<file path="src/rtl/muldiv_unit_if.sv">
// Handshake and operand/result bundle between the pipeline control and the
// iterative RV64M multiply/divide unit.
interface muldiv_unit_if #(
    parameter int WIDTH = 64
);
    logic             start;
    logic [2:0]       op;
    logic [WIDTH-1:0] operandA;
    logic [WIDTH-1:0] operandB;
    logic             ready;
    logic             busy;
    logic             done;
    logic [WIDTH-1:0] result;

    modport master (
        output start, op, operandA, operandB,
        input  ready, busy, done, result
    );

    modport slave (
        input  start, op, operandA, operandB,
        output ready, busy, done, result
    );
endinterface

</file>
<file path="src/rtl/muldiv_unit.sv">
// Iterative RV64M multiply/divide unit: shift-add multiply and restoring
// divide on operand magnitudes, one bit per cycle, with sign fix-up at the end.
// Divide-by-zero and signed overflow bypass the iteration entirely.
module muldiv_unit #(
    parameter int WIDTH = 64
) (
    input  logic           clk,
    input  logic           rst_n,
    muldiv_unit_if.slave   bus
);
    localparam int CW = $clog2(WIDTH) + 1;

    typedef enum logic [2:0] {IDLE, CALC, FIX, DONE, DONE_SPECIAL} state_t;

    state_t           state, state_nx;
    logic [2:0]       op_q;
    logic             sign_a, sign_b;
    logic [WIDTH-1:0] a_mag, b_mag;
    logic [2*WIDTH-1:0] prod;     // multiply: product; divide: low half is quotient shift register
    logic [WIDTH:0]   rem;
    logic [CW-1:0]    cnt;
    logic [WIDTH-1:0] result_q;

    logic             in_sa, in_sb, div_zero, div_ovf, special;
    logic [WIDTH-1:0] in_a_mag, in_b_mag, special_val;
    logic [WIDTH:0]   mul_sum;
    logic [WIDTH+1:0] rem_sh, rem_diff;
    logic [WIDTH-1:0] hi_neg, fix_val;

    // Decode incoming operands: sign flags, magnitudes and divide special cases
    always_comb begin
        in_sa       = (bus.op inside {3'b001, 3'b010, 3'b100, 3'b110}) && bus.operandA[WIDTH-1];
        in_sb       = (bus.op inside {3'b001, 3'b100, 3'b110}) && bus.operandB[WIDTH-1];
        in_a_mag    = in_sa ? -bus.operandA : bus.operandA;
        in_b_mag    = in_sb ? -bus.operandB : bus.operandB;
        div_zero    = bus.op[2] && (bus.operandB == '0);
        div_ovf     = (bus.op inside {3'b100, 3'b110}) &&
                      (bus.operandA == {1'b1, {(WIDTH-1){1'b0}}}) && (bus.operandB == '1);
        special     = div_zero || div_ovf;
        special_val = '0;
        if (div_zero)
            special_val = bus.op[1] ? bus.operandA : '1;
        else
            special_val = bus.op[1] ? '0 : bus.operandA;
    end

    // One iteration step for each algorithm, plus the final sign-corrected result
    always_comb begin
        mul_sum  = {1'b0, prod[2*WIDTH-1:WIDTH]} + (prod[0] ? {1'b0, a_mag} : '0);
        rem_sh   = {rem, prod[WIDTH-1]};
        rem_diff = rem_sh - {2'b00, b_mag};
        // upper half of the 128-bit two's complement without forming the full negation
        hi_neg   = ~prod[2*WIDTH-1:WIDTH] + {{(WIDTH-1){1'b0}}, (prod[WIDTH-1:0] == '0)};
        fix_val  = '0;
        case (op_q)
            3'b000:                 fix_val = prod[WIDTH-1:0];
            3'b001, 3'b010, 3'b011: fix_val = (sign_a ^ sign_b) ? hi_neg : prod[2*WIDTH-1:WIDTH];
            3'b100, 3'b101:         fix_val = (sign_a ^ sign_b) ? -prod[WIDTH-1:0] : prod[WIDTH-1:0];
            default:                fix_val = sign_a ? -rem[WIDTH-1:0] : rem[WIDTH-1:0];
        endcase
    end

    // State register
    always_ff @(posedge clk or negedge rst_n) begin
        if (!rst_n) state <= IDLE;
        else        state <= state_nx;
    end

    // Next-state logic
    always_comb begin
        state_nx = state;
        case (state)
            IDLE:         if (bus.start) state_nx = special ? DONE_SPECIAL : CALC;
            CALC:         if (cnt == CW'(WIDTH - 1)) state_nx = FIX;
            FIX:          state_nx = DONE;
            DONE_SPECIAL: state_nx = DONE;
            DONE:         state_nx = IDLE;
            default:      state_nx = IDLE;
        endcase
    end

    // Handshake outputs decoded from state
    always_comb begin
        bus.ready  = (state == IDLE);
        bus.busy   = (state == CALC) || (state == FIX);
        bus.done   = (state == DONE);
        bus.result = result_q;
    end

    // Datapath: operand latch, iteration registers and result register
    always_ff @(posedge clk or negedge rst_n) begin
        if (!rst_n) begin
            op_q     <= '0;
            sign_a   <= 1'b0;
            sign_b   <= 1'b0;
            a_mag    <= '0;
            b_mag    <= '0;
            prod     <= '0;
            rem      <= '0;
            cnt      <= '0;
            result_q <= '0;
        end else begin
            case (state)
                IDLE: if (bus.start) begin
                    op_q   <= bus.op;
                    sign_a <= in_sa;
                    sign_b <= in_sb;
                    a_mag  <= in_a_mag;
                    b_mag  <= in_b_mag;
                    rem    <= '0;
                    cnt    <= '0;
                    // special-case answer is parked in prod until it is published
                    if (special)
                        prod <= {{WIDTH{1'b0}}, special_val};
                    else
                        prod <= {{WIDTH{1'b0}}, bus.op[2] ? in_a_mag : in_b_mag};
                end
                CALC: begin
                    cnt <= cnt + 1'b1;
                    if (!op_q[2]) begin
                        prod <= {mul_sum, prod[WIDTH-1:1]};
                    end else begin
                        prod <= {prod[2*WIDTH-1:WIDTH], prod[WIDTH-2:0], ~rem_diff[WIDTH+1]};
                        rem  <= rem_diff[WIDTH+1] ? rem_sh[WIDTH:0] : rem_diff[WIDTH:0];
                    end
                end
                FIX:          result_q <= fix_val;
                DONE_SPECIAL: result_q <= prod[WIDTH-1:0];
                default: ;
            endcase
        end
    end
endmodule

</file>
<file path="src/flat_wrapper.sv">
// flat-port wrapper written by rule: the top's interface ports become plain ports
module muldiv_unit_flat 
#(
    parameter int WIDTH = 64
)
  (clk, rst_n, bus_start, bus_op, bus_operandA, bus_operandB, bus_ready, bus_busy, bus_done, bus_result);
  muldiv_unit_if #(.WIDTH(WIDTH)) bus_i ();
  input  logic clk;
  input  logic rst_n;
  input wire logic [$bits(bus_i.start)-1:0] bus_start;
  input wire logic [$bits(bus_i.op)-1:0] bus_op;
  input wire logic [$bits(bus_i.operandA)-1:0] bus_operandA;
  input wire logic [$bits(bus_i.operandB)-1:0] bus_operandB;
  output wire logic [$bits(bus_i.ready)-1:0] bus_ready;
  output wire logic [$bits(bus_i.busy)-1:0] bus_busy;
  output wire logic [$bits(bus_i.done)-1:0] bus_done;
  output wire logic [$bits(bus_i.result)-1:0] bus_result;
  assign bus_i.start = bus_start;
  assign bus_i.op = bus_op;
  assign bus_i.operandA = bus_operandA;
  assign bus_i.operandB = bus_operandB;
  assign bus_ready = bus_i.ready;
  assign bus_busy = bus_i.busy;
  assign bus_done = bus_i.done;
  assign bus_result = bus_i.result;
  muldiv_unit #(.WIDTH(WIDTH)) u_core (.clk(clk), .rst_n(rst_n), .bus(bus_i));
endmodule
</file>
<file path="config.mk">
export PLATFORM = sky130hd
export DESIGN_NAME = muldiv_unit_flat
export DESIGN_NICKNAME = d
export VERILOG_FILES = /design/src/rtl/muldiv_unit_if.sv /design/src/rtl/muldiv_unit.sv /design/src/flat_wrapper.sv
export SDC_FILE = /design/constraint.sdc
export NUM_CORES = 2
export LEC_CHECK = 0
export BUFFER_PORTS_ARGS = -buffer_cell sky130_fd_sc_hd__buf_4
export CORE_AREA = 2 2 319 321
export CTS_BUF_LIST = sky130_fd_sc_hd__clkbuf_16
export DETAILED_ROUTE_END_ITERATION = 7
export DIE_AREA = 0 0 321 323
export PLACE_DENSITY = 0.59
export SLEW_MARGIN = 40
export SYNTH_ARGS = -nofsm -noshare
export SYNTH_HDL_FRONTEND = slang
export SYNTH_SLANG_ARGS = --single-unit
</file>
<file path="constraint.sdc">
create_clock -name clk -period 5.6 [get_ports clk]
set_input_delay 0.28 -clock clk [delete_from_list [all_inputs] [get_ports clk]]
set_output_delay 0.28 -clock clk [all_outputs]
set_load 0.05 [all_outputs]
</file>
==> run_results.csv <==
group,metric,value,unit
outcome,outcome,"finished clean",
floorplan,core_region_area,101000,um2
cts,tritoncts,"done",
power,switchingPower,1920,uW
timing,rsz0062_at_grt,"false",
place,gp_congestion,0.957,
synthesis,synth_top_area_share,28.8,%
floorplan,io_pins,201,
timing,setup_viol,0,
power,peakVddDrop,0.000235,V
timing,skew,0.0330,ns
floorplan,fp.dieW,321,um
power,p_seq_share,41.3,%
timing,period_share,95.5,%
synthesis,ys_warn_count,0,
timing,relSlewSlack,33.2,%
drt,viasPerCell,6.02,
synthesis,syn_nets,4895,
worst_setup_path,cp.arrival,5.86,ns
worst_setup_path,slowest_stage,"or4b_2",
drt,antenna_left,0,
drt,drc,0,
global_route,grt.total_usage,28.8,%
synthesis,seq_area_frac_synth,28.8,%
cts,post_cts_buffers,0,
floorplan,initial_core_util,34.5,%
min_path,hold_class,"in -> reg",
global_route,grt_start_max_net_pins,164,
synthesis,synth.distinct_cells,91,
worst_setup_path,r2r_slack,0.25,ns
power,netSwitchingFraction,27.4,%
timing,tightest_slew,0.995,ns
final_layout,areaGrowthSynthToFinish,13.7,%
global_route,grt_pass1_wl,226000,um
worst_setup_path,end_kind,"flop",
synthesis,synth.avg_cell_area,7.52,um2
worst_setup_path,critical_path.max_stage_delay,0.62,ns
drt,vias,36200,
timing,final.setup.tns,0,ns
worst_setup_path,crit_type,"reg -> reg",
job,maxCapViolCount,0,
power,power.leakage,0.0166,uW
final_layout,nNetsFinal,4926,
cts,htreeDepth,2,
cts,cts_buffers,54,
synthesis,synth_edf_count,0,
synthesis,ys_top_cells_by_area,"dfrtp_1 29%, o21ai_0 7.7%, nand2_1 7.3%, a21oi_1 6.2%, xnor2_1 5.3%",
cts,clk_transition_reported_paths,0.06,ns
drt,drtPass1Iterations,6,
cts,cts.sinks,400,
timing,hold_viol_final,0,
floorplan,fp.dieH,323,um
global_route,globalRouteOverflowTotal,0,
synthesis,synthCells,4623,
global_route,antenna_found_initial,9,
synthesis,synth.ff_latch_count,400,
drt,wl_per_cell,25.5,um
timing,holdWs,0.0361,ns
worst_setup_path,start_kind,"flop",
power,pwr-share-comb,9.1,%
final_layout,layout-drive-gt1-share,10.2,%
place,hpwl,119000,um
drt,wl_met1,69400,um
timing,post-route-min-period,5.35,ns
drt,wl_met3,16300,um
cts,clockBufferDepth,3,
synthesis,yosysTopAreaCell,"dfrtp_1",
timing,max_freq,187,MHz
power,clock_power_share,49.6,%
global_route,first_global_vias,33400,
worst_setup_path,worstPathMaxFanout,6,
worst_setup_path,worstPathRequired,6.12,ns
timing,final_max_slew_viol_count,0,
place,portBuffers,200,
cts,clock-root-buffer,"clkbuf_16",
synthesis,netlist_area,34800,um2
floorplan,rows,117,
drt,wl,153000,um
floorplan,dieArea,104000,um2
worst_setup_path,path_cells,"inv_1 > ha_1 > or4b_2 > nor4_1 > buf_4 > and3b_1 > and3b_1 > nand2_1 > nor4_2 > nor3b_1 > buf_4 > ha_1 > nand2b_1 > nor3_1 > nand2_1 > or3_4 > nor2_4 > a21oi_1 > xor2_1 > a221oi_2 > a31oi_1 > o221a_2",
power,p_per_area,177,nW/um2
drt,top_layer,"met5",
cts,insertion_delay,0.65,ns
drt,drtIter0Drc,4376,
synthesis,synth_async_sr_flop_share,100,%
power,p_int,5070,uW
synthesis,synth_flop_cell,"dfrtp_1",
drt,dr_wl_met2,63200,um
[stage by stage]
stage	setup WS (ns)	cells	total power, uW	area [um2]	utilization, %
floorplan	0.624	4623	3170	34800	-
detailed placement	0.248	5903	3560	37700	37.5
global placement	0.355	5901	3560	37700	37.4
CTS	0.198	6003	7020	39500	39.2
finish	0.253	6006	6990	39500	39.3
global route	0.0331	6003	7170	39500	39.2
[synthesized netlist by cell type (all sizes together), types with 11 or more instances]
master  number
a211oi      39
a21o        75
a21oi      432
a221o       14
a221oi      21
a22o        39
a22oi       25
a31oi       63
and2        86
and3        29
buf         41
clkbuf     312
dfrtp      400
ha         136
inv        124
mux2i       83
nand2      672
nand2b      32
nand3       74
nand4       52
nor2       284
nor2b       22
nor3       136
nor4        51
o211ai      40
o21a        11
o21ai      543
o21bai      24
o221ai      23
o22ai       21
o31ai      105
o41ai       22
or2         17
or3         35
or4         30
xnor2      209
xor2       184
[metal layers]
layer | global-route usage (%) | up-vias
li1 | - | 16700
met1 | 42.7 | 17400
met2 | 42.0 | 1869
met3 | 6.07 | 224
met4 | 7.39 | 2
met5 | 0 | -
[kinds of logic (layout without fill, tap and decap cells)]
group	after synthesis	in the layout	share of synthesized area (%)
simple gates	1556	1556	21.0
mux	92	92	2.68
other cells	0	3	0
flops	400	400	28.8
xor+xnor	393	393	9.90
fa+ha+maj	138	138	5.01
compound gates	1567	1567	27.4
buf+inv	477	548	5.25
[worst max-delay path, delay by kind of cell, from the launching register on]
kind            cells  cell delay (ns)
xor+xnor            1             0.17
buf+inv             3             0.44
simple gates       12             3.10
flops               1             0.37
fa+ha+maj           2             0.35
compound gates      4             0.78
[placed cells by master (no fill, tap or decap), types with 132 or more instances in the layout]
| cell type | netlist | final |
|---|---|---|
| nand2_1 | 672 | 669 |
| xnor2_1 | 209 | 207 |
| o21ai_0 | 538 | 538 |
| ha_1 | 136 | 136 |
| dfrtp_1 | 400 | 398 |
| buf_4 | 3 | 312 |
| nor2_1 | 281 | 276 |
| xor2_1 | 184 | 183 |
| inv_1 | 124 | 133 |
| nor3_1 | 132 | 132 |
| a21oi_1 | 432 | 432 |
[power groups by stage]
stage	clock (uW)	combinational (uW)	sequential [uW]
after floorplan	0	226	2940
after global placement	0	615	2940
after detailed placement	0	618	2940
after CTS	3510	622	2890
after global routing	3610	671	2890
final	3470	636	2890
[state kept, by name, summed over array words and instances (netlist names)]
| register | flops |
|---|---|
| u_core.b_mag | 64 |
| u_core.sign_a | 1 |
| u_core.a_mag | 64 |
| u_core.sign_b | 1 |
| u_core.cnt | 7 |
| u_core.prod | 128 |
| u_core.rem | 65 |
| u_core.op_q | 3 |
| u_core.bus.result | 64 |
| u_core.state | 3 |
[worst paths after layout]
kind | start | cells past startpoint | endpoint
worst max-delay path | u_core.prod[1] | 22 | u_core.bus.result[39]
worst min-delay path | bus_op[0] | 3 | u_core.op_q[0]
worst max register to register | u_core.prod[1] | 22 | u_core.bus.result[39]
worst min register to register | u_core.a_mag[21] | 2 | u_core.a_mag[21]
max in group asynchronous | rst_n | 4 | u_core.bus.result[37]
min in group asynchronous | rst_n | 2 | u_core.b_mag[12]
[what timing repair did]
action / CTS / global route
endpoints found under the setup margin: 0 / 17
hold buffers: 4 / 0
endpoints found under the hold margin: 87 / 0
gates resized for setup: 0 / 2
[layout make-up]
type,count,area (um2)
inverters,124,465
well taps,1309,1640
repair buffers,328,2590
clock buffers,55,1380
clock inverters,41,342
fillers,10500,61200
diodes,3,7.51
flip-flops and latches,400,10000
multi-input cells,3746,23100
No activity file was read; power rests on OpenSTA's default activity.
